===== config.mk =====
export PLATFORM = sky130hd
export DESIGN_NAME = stim_sig_harness
export DESIGN_NICKNAME = d
export VERILOG_FILES = /design/src/rtl/harness_pkg.sv /design/src/rtl/sig_misr.sv /design/src/rtl/stim_sig_harness.sv
export SDC_FILE = /design/constraint.sdc
export NUM_CORES = 2
export LEC_CHECK = 0
export BUFFER_PORTS_ARGS = -buffer_cell sky130_fd_sc_hd__buf_2
export CELL_PAD_IN_SITES_DETAIL_PLACEMENT = 0
export CELL_PAD_IN_SITES_GLOBAL_PLACEMENT = 1
export CORE_AREA = 2 2 492 494
export DETAILED_ROUTE_END_ITERATION = 12
export DIE_AREA = 0 0 494 496
export PLACE_DENSITY = 0.4
export SLEW_MARGIN = 20
export SYNTH_ARGS = -nofsm -noshare
export SYNTH_HDL_FRONTEND = slang
export SYNTH_SLANG_ARGS = --single-unit

===== constraint.sdc =====
create_clock -name clk -period 3 [get_ports clk]
set_input_delay 0.6 -clock clk [delete_from_list [all_inputs] [get_ports clk]]
set_output_delay 0.6 -clock clk [all_outputs]
set_load 0.02 [all_outputs]

===== src/rtl/harness_pkg.sv =====
// Shared state type, polynomials and signature helpers for the stimulus/signature harness.
package harness_pkg;

    typedef enum logic [2:0] {
        StIdle,
        StLoad,
        StApply,
        StCapture,
        StDone
    } state_e;

    localparam logic [63:0] LFSR_POLY  = 64'hD800_0000_0000_0000;
    localparam logic [31:0] CRC_POLY   = 32'h04C1_1DB7;
    localparam logic [31:0] SIG_INIT   = 32'hFFFF_FFFF;
    // Widest DUT output the fold accepts; narrower outputs are zero-extended.
    localparam int unsigned FOLD_MAX_W = 4096;

    function automatic logic [31:0] fold(input logic [FOLD_MAX_W-1:0] data);
        logic [31:0] acc;
        acc = '0;
        for (int unsigned i = 0; i < FOLD_MAX_W / 32; i++) begin
            acc ^= data[i*32 +: 32];
        end
        return acc;
    endfunction

    function automatic logic [31:0] sig_step(input logic [31:0] cur, input logic [31:0] f);
        return {cur[30:0], 1'b0} ^ (cur[31] ? CRC_POLY : 32'h0) ^ f;
    endfunction

    function automatic logic [63:0] lfsr_step(input logic [63:0] s);
        return (s >> 1) ^ (s[0] ? LFSR_POLY : 64'h0);
    endfunction

endpackage


===== src/rtl/sig_misr.sv =====
// Signature register: folds the DUT output into 32 bits and compresses it CRC-style.
module sig_misr #(
    parameter int OUT_W = 567
) (
    input  logic             clk,
    input  logic             rst,
    input  logic             init,
    input  logic             en,
    input  logic [OUT_W-1:0] dut_out,
    output logic [31:0]      sig
);
    import harness_pkg::*;

    if (OUT_W < 1 || OUT_W > int'(FOLD_MAX_W)) begin : g_bad_out_w
        $error("sig_misr: OUT_W out of range");
    end

    logic [FOLD_MAX_W-1:0] w_dut_wide;
    logic [31:0]           r_sig;

    always_comb begin
        w_dut_wide              = '0;
        w_dut_wide[OUT_W-1:0]   = dut_out;
    end

    always_ff @(posedge clk) begin
        if (rst || init) begin
            r_sig <= SIG_INIT;
        end else if (en) begin
            r_sig <= sig_step(r_sig, fold(w_dut_wide));
        end
    end

    assign sig = r_sig;

endmodule


===== src/rtl/stim_sig_harness.sv =====
// Pseudo-random stimulus generator and output signature checker for one fuzzed DUT,
// with an optional valid/ready trace of each captured output vector.
module stim_sig_harness #(
    parameter int          IN_W     = 53,
    parameter int          OUT_W    = 567,
    parameter int          N_VEC    = 21,
    parameter int          HOLD     = 1,
    parameter logic [63:0] SEED     = 64'h1,
    parameter bit          TRACE_EN = 1'b1
) (
    input  logic                       clk,
    input  logic                       rst,
    input  logic                       start,
    output logic                       busy,
    output logic                       done,
    output logic                       pass,
    input  logic [31:0]                exp_sig,
    output logic [31:0]                sig,
    output logic [IN_W-1:0]            stim,
    input  logic [OUT_W-1:0]           dut_out,
    output logic                       trace_valid,
    input  logic                       trace_ready,
    output logic [OUT_W-1:0]           trace_data,
    output logic [$clog2(N_VEC+1)-1:0] trace_idx
);
    import harness_pkg::*;

    localparam int          IDX_W    = $clog2(N_VEC + 1);
    localparam int          HOLD_W   = (HOLD > 1) ? $clog2(HOLD) : 1;
    localparam logic [63:0] SEED_EFF = (SEED == 64'd0) ? 64'd1 : SEED;

    if (IN_W < 1 || IN_W > 64) begin : g_bad_in_w
        $error("stim_sig_harness: IN_W must be within 1..64");
    end
    if (N_VEC < 1) begin : g_bad_n_vec
        $error("stim_sig_harness: N_VEC must be at least 1");
    end
    if (HOLD < 1) begin : g_bad_hold
        $error("stim_sig_harness: HOLD must be at least 1");
    end

    state_e             r_state;
    state_e             w_state_next;
    logic [63:0]        r_lfsr;
    logic [63:0]        w_lfsr_next;
    logic [IN_W-1:0]    r_stim;
    logic [IDX_W-1:0]   r_vec;
    logic [HOLD_W-1:0]  r_hold;
    logic [OUT_W-1:0]   r_trace_data;
    logic               w_hold_last;
    logic               w_last_vec;
    logic               w_enter_capture;
    logic               w_capture_fire;
    logic               w_ready;

    assign w_lfsr_next     = lfsr_step(r_lfsr);
    assign w_hold_last     = (r_hold == HOLD_W'(HOLD - 1));
    assign w_last_vec      = (r_vec == IDX_W'(N_VEC - 1));
    assign w_ready         = TRACE_EN ? trace_ready : 1'b1;
    assign w_enter_capture = (r_state == StApply) && w_hold_last;
    assign w_capture_fire  = (r_state == StCapture) && w_ready;

    always_ff @(posedge clk) begin
        if (rst) begin
            r_state <= StIdle;
        end else begin
            r_state <= w_state_next;
        end
    end

    always_comb begin
        w_state_next = r_state;
        unique case (r_state)
            StIdle:    if (start) w_state_next = StLoad;
            StLoad:    w_state_next = StApply;
            StApply:   if (w_hold_last) w_state_next = StCapture;
            StCapture: if (w_ready) w_state_next = w_last_vec ? StDone : StApply;
            StDone:    if (start) w_state_next = StLoad;
            default:   w_state_next = StIdle;
        endcase
    end

    // Output is sampled on entry to CAPTURE so trace_data is valid for the whole handshake.
    always_ff @(posedge clk) begin
        if (rst) begin
            r_lfsr       <= '0;
            r_stim       <= '0;
            r_vec        <= '0;
            r_hold       <= '0;
            r_trace_data <= '0;
        end else begin
            if (r_state == StLoad) begin
                r_lfsr <= SEED_EFF;
                r_stim <= SEED_EFF[IN_W-1:0];
                r_vec  <= '0;
                r_hold <= '0;
            end
            if (r_state == StApply) begin
                r_hold <= w_hold_last ? '0 : r_hold + 1'b1;
            end
            if (w_enter_capture) begin
                r_trace_data <= dut_out;
            end
            if (w_capture_fire) begin
                r_lfsr <= w_lfsr_next;
                r_vec  <= r_vec + 1'b1;
                if (!w_last_vec) begin
                    r_stim <= w_lfsr_next[IN_W-1:0];
                end
            end
        end
    end

    sig_misr #(
        .OUT_W (OUT_W)
    ) u_sig_misr (
        .clk     (clk),
        .rst     (rst),
        .init    (r_state == StLoad),
        .en      (w_enter_capture),
        .dut_out (dut_out),
        .sig     (sig)
    );

    assign busy        = (r_state == StLoad) || (r_state == StApply) || (r_state == StCapture);
    assign done        = (r_state == StDone);
    assign pass        = done && (sig == exp_sig);
    assign stim        = r_stim;
    assign trace_valid = TRACE_EN && (r_state == StCapture);
    assign trace_data  = r_trace_data;
    assign trace_idx   = r_vec;

endmodule

==> impl_metrics.json <==
{
  "clk_pin_slew_ns": 0.06,
  "fillers": 27350,
  "multi_input_area_um2": 14840,
  "status": "complete, but fails checks",
  "numPortBuffers": 1263,
  "synthArstFlopShare_pct": 0,
  "combPwrFrac_pct": 25.3,
  "holdWs_ns": 0.09129,
  "die_w_um": 494,
  "areaGrowthSynthToFinish_pct": 48.47,
  "dieArea_um2": 245000,
  "gp_congestion": 0.8710,
  "crit_required_ns": 2.40,
  "grt-ovfl-total": 0,
  "synth_fp_nets": 4236,
  "core_area_um2": 239600,
  "clockBufferDepth": 3,
  "grt_pass1_wl_um": 287200,
  "worstPathArrival_ns": 2.74,
  "dpl-instance-area_um2": 41240,
  "hold_class": "input pin to register",
  "grt_max_degree": 144,
  "yosysSeqAreaShare_pct": 47.66,
  "worstSetupEndpointType": "output pin",
  "routed_wl_um": 224700,
  "clock.fmax_ghz": 0.2995,
  "finalInstanceArea_um2": 45150,
  "synth_edf_count": 0,
  "tightest_slew_ns": 1.002,
  "ant_nets": 0,
  "grt_usage_pct": 17.49,
  "start_util_pct": 12.69,
  "numCtsBuffers": 101,
  "relSlewSlack_pct": 33.18,
  "fp.dieH_um": 496,
  "fin_ws_ns": -0.3384,
  "p_leak_nw": 18.40,
  "clkSinkCount": 724,
  "switching_share_pct": 34.59,
  "firstDrtPassIters": 6,
  "num_rows": 180,
  "p_per_area_nw_per_um2": 683.8,
  "slew_viol_final": 0,
  "grt_pass1_vias": 30270,
  "drive_gt1_share_pct": 32.06,
  "drv_cap": 0,
  "crit_start": "u_sig_misr.sig[27]",
  "syn_inst": 3631,
  "skew_ns": 0.06604,
  "rsz0062_at_grt": "true",
  "p_switching_mw": 10.68,
  "path_class": "register to output pin",
  "viasPerCell": 3.703,
  "h-tree-depth": 3,
  "via_count": 30550,
  "report.final.hold_viol_count": 0,
  "setup_viol": 1,
  "startpoint_type": "register",
  "fin_tns_setup_ns": -0.3384,
  "wire_per_inst_um": 27.23,
  "cts-root-buf": "clkbuf_16",
  "p_int_mw": 20.20,
  "worstPathMaxFanout": 4,
  "clkLatencyLatePin_ns": 0.75,
  "clock_power_share_pct": 40.7,
  "drc": 0,
  "vdd_drop_max_mv": 0.4549,
  "min_period_ns": 3.338,
  "syn_avg_cell_area_um2": 8.376,
  "drt_iter0_drc": 1619,
  "r2r-start": "trace_idx[0]",
  "period_share_pct": 111.3,
  "antenna_found_initial": 111,
  "seqPwrFrac_pct": 33.9,
  "ys_warn_count": 0,
  "ys_ff_latch": 724,
  "violations": "setup timing",
  "min_from": "dut_out[86]",
  "ys.flop_type": "dfxtp_1",
  "hpwl_um": 185800,
  "cts_tree": "built",
  "register_area_um2": 14510,
  "fin_nets": 5569,
  "pin_count": 1264,
  "synthesis.area_um2": 30410,
  "yosysUniqueCellTypes": 38
}
==> cell usage after synthesis, types with 24 or more instances <==
cell,count,area (um^2)
dfxtp_1,724,14490
nand2_1,1139,4275
buf_2,46,230.2
a21oi_1,584,2923
clkbuf_1,141,529.3
nand3_1,24,120.1
xnor3_1,32,720.7
a22oi_1,117,878.3
buf_4,42,315.3
xor2_1,51,446.7
xnor2_1,482,4222
nor2_1,124,465.5
==> path summary, 6_finish.rpt <==
check | end | slack [ns] | depth (start not counted)
worst max-delay path | pass | -0.34 | 7
worst min register to register | trace_data[292] | 0.45 | 2
worst min-delay path | trace_data[86] | 0.09 | 3
worst max register to register | stim[49] | 0.53 | 7
==> worst max-delay path, cell delays in order (launching register included) <==
cell	delay (ns)
dfxtp_1	0.55
xnor2_1	0.18
nand4_1	0.29
nor4_2	0.34
buf_4	0.16
nand3_4	0.07
nor4_4	0.19
buf_4	0.20
==> registers in the layout (all words and copies together) (netlist names) <==
| name | cells |
|---|---|
| trace_idx | 5 |
| r_state | 3 |
| r_lfsr | 64 |
| trace_data | 567 |
| u_sig_misr.sig | 32 |
| stim | 53 |
==> power groups by stage <==
stage,Clock [mW],Combinational [mW],Sequential (mW)
finish,12.6,7.82,10.5
global route,13.4,8.44,10.5
CTS,13.1,8.20,10.5
detailed placement,0,8.12,10.7
global placement,0,8.13,10.7
floorplan,0,3.04,11.3
==> placed cells by master, fill, tap and decap left out, types with 19 or more instances in the layout <==
cell	n
xnor3_1	32
nand2_1	1139
a22oi_1	117
diode_2	31
clkbuf_8	22
buf_12	25
nor2_1	123
a21oi_1	584
nand3_1	23
buf_2	1261
clkbuf_16	103
xnor2_1	478
dlygate4sd3_1	39
nor3_1	19
xor2_1	51
buf_4	148
dfxtp_1	719
==> through the flow <==
stage / setup WS, ns / total power [mW] / cells / util, %
after floorplan: 0.5041 / 14.29 / 3631 / -
after global placement: -0.8316 / 18.81 / 8007 / 17.19
after detailed placement: -0.7911 / 18.81 / 8008 / 17.21
after CTS: -0.5936 / 31.81 / 8220 / 18.81
after global routing: -0.5289 / 32.39 / 8229 / 18.82
final: -0.3384 / 30.88 / 8251 / 18.84
==> final cells by class <==
cell class                 count  area share, %
inverter                       6        0.04988
timing repair buffer        1474          18.44
tap                         3185          8.825
clock inverter                33          1.003
sequential                   724          32.12
multi-input combinational   2657          32.87
clock buffer                 141          6.512
antenna                       31         0.1718
==> routing by layer <==
metal	track usage, %	wire length [um]	part of all wire (%)	up-vias
met4	6.308	8292	3.7	86
met5	0	521	0.23	-
met1	19.84	87970	39	14440
met3	6.100	19010	8.5	311
li1	-	-	-	14530
met2	30.17	108900	48	1177
==> kinds of logic after synthesis <==
logic type / share of synthesized area, %
flip-flops: 47.66
XOR/XNOR: 17.72
AND/OR/NAND/NOR: 17.68
adder cells (fa/ha/maj): 0.08227
buffers and inverters: 3.843
AO/OA/AOI/OAI: 13.02
==> what timing repair did <==
action / in CTS / in global routing
pin swaps: 4 / 0
gates resized for setup: 12 / 3
hold buffers: 39 / 0
hold endpoints to repair: 39 / 0
gates cloned: 0 / 0
buffers inserted: 0 / 0
endpoints found under the setup margin: 1 / 1
No activity file was read; power rests on OpenSTA's default activity.
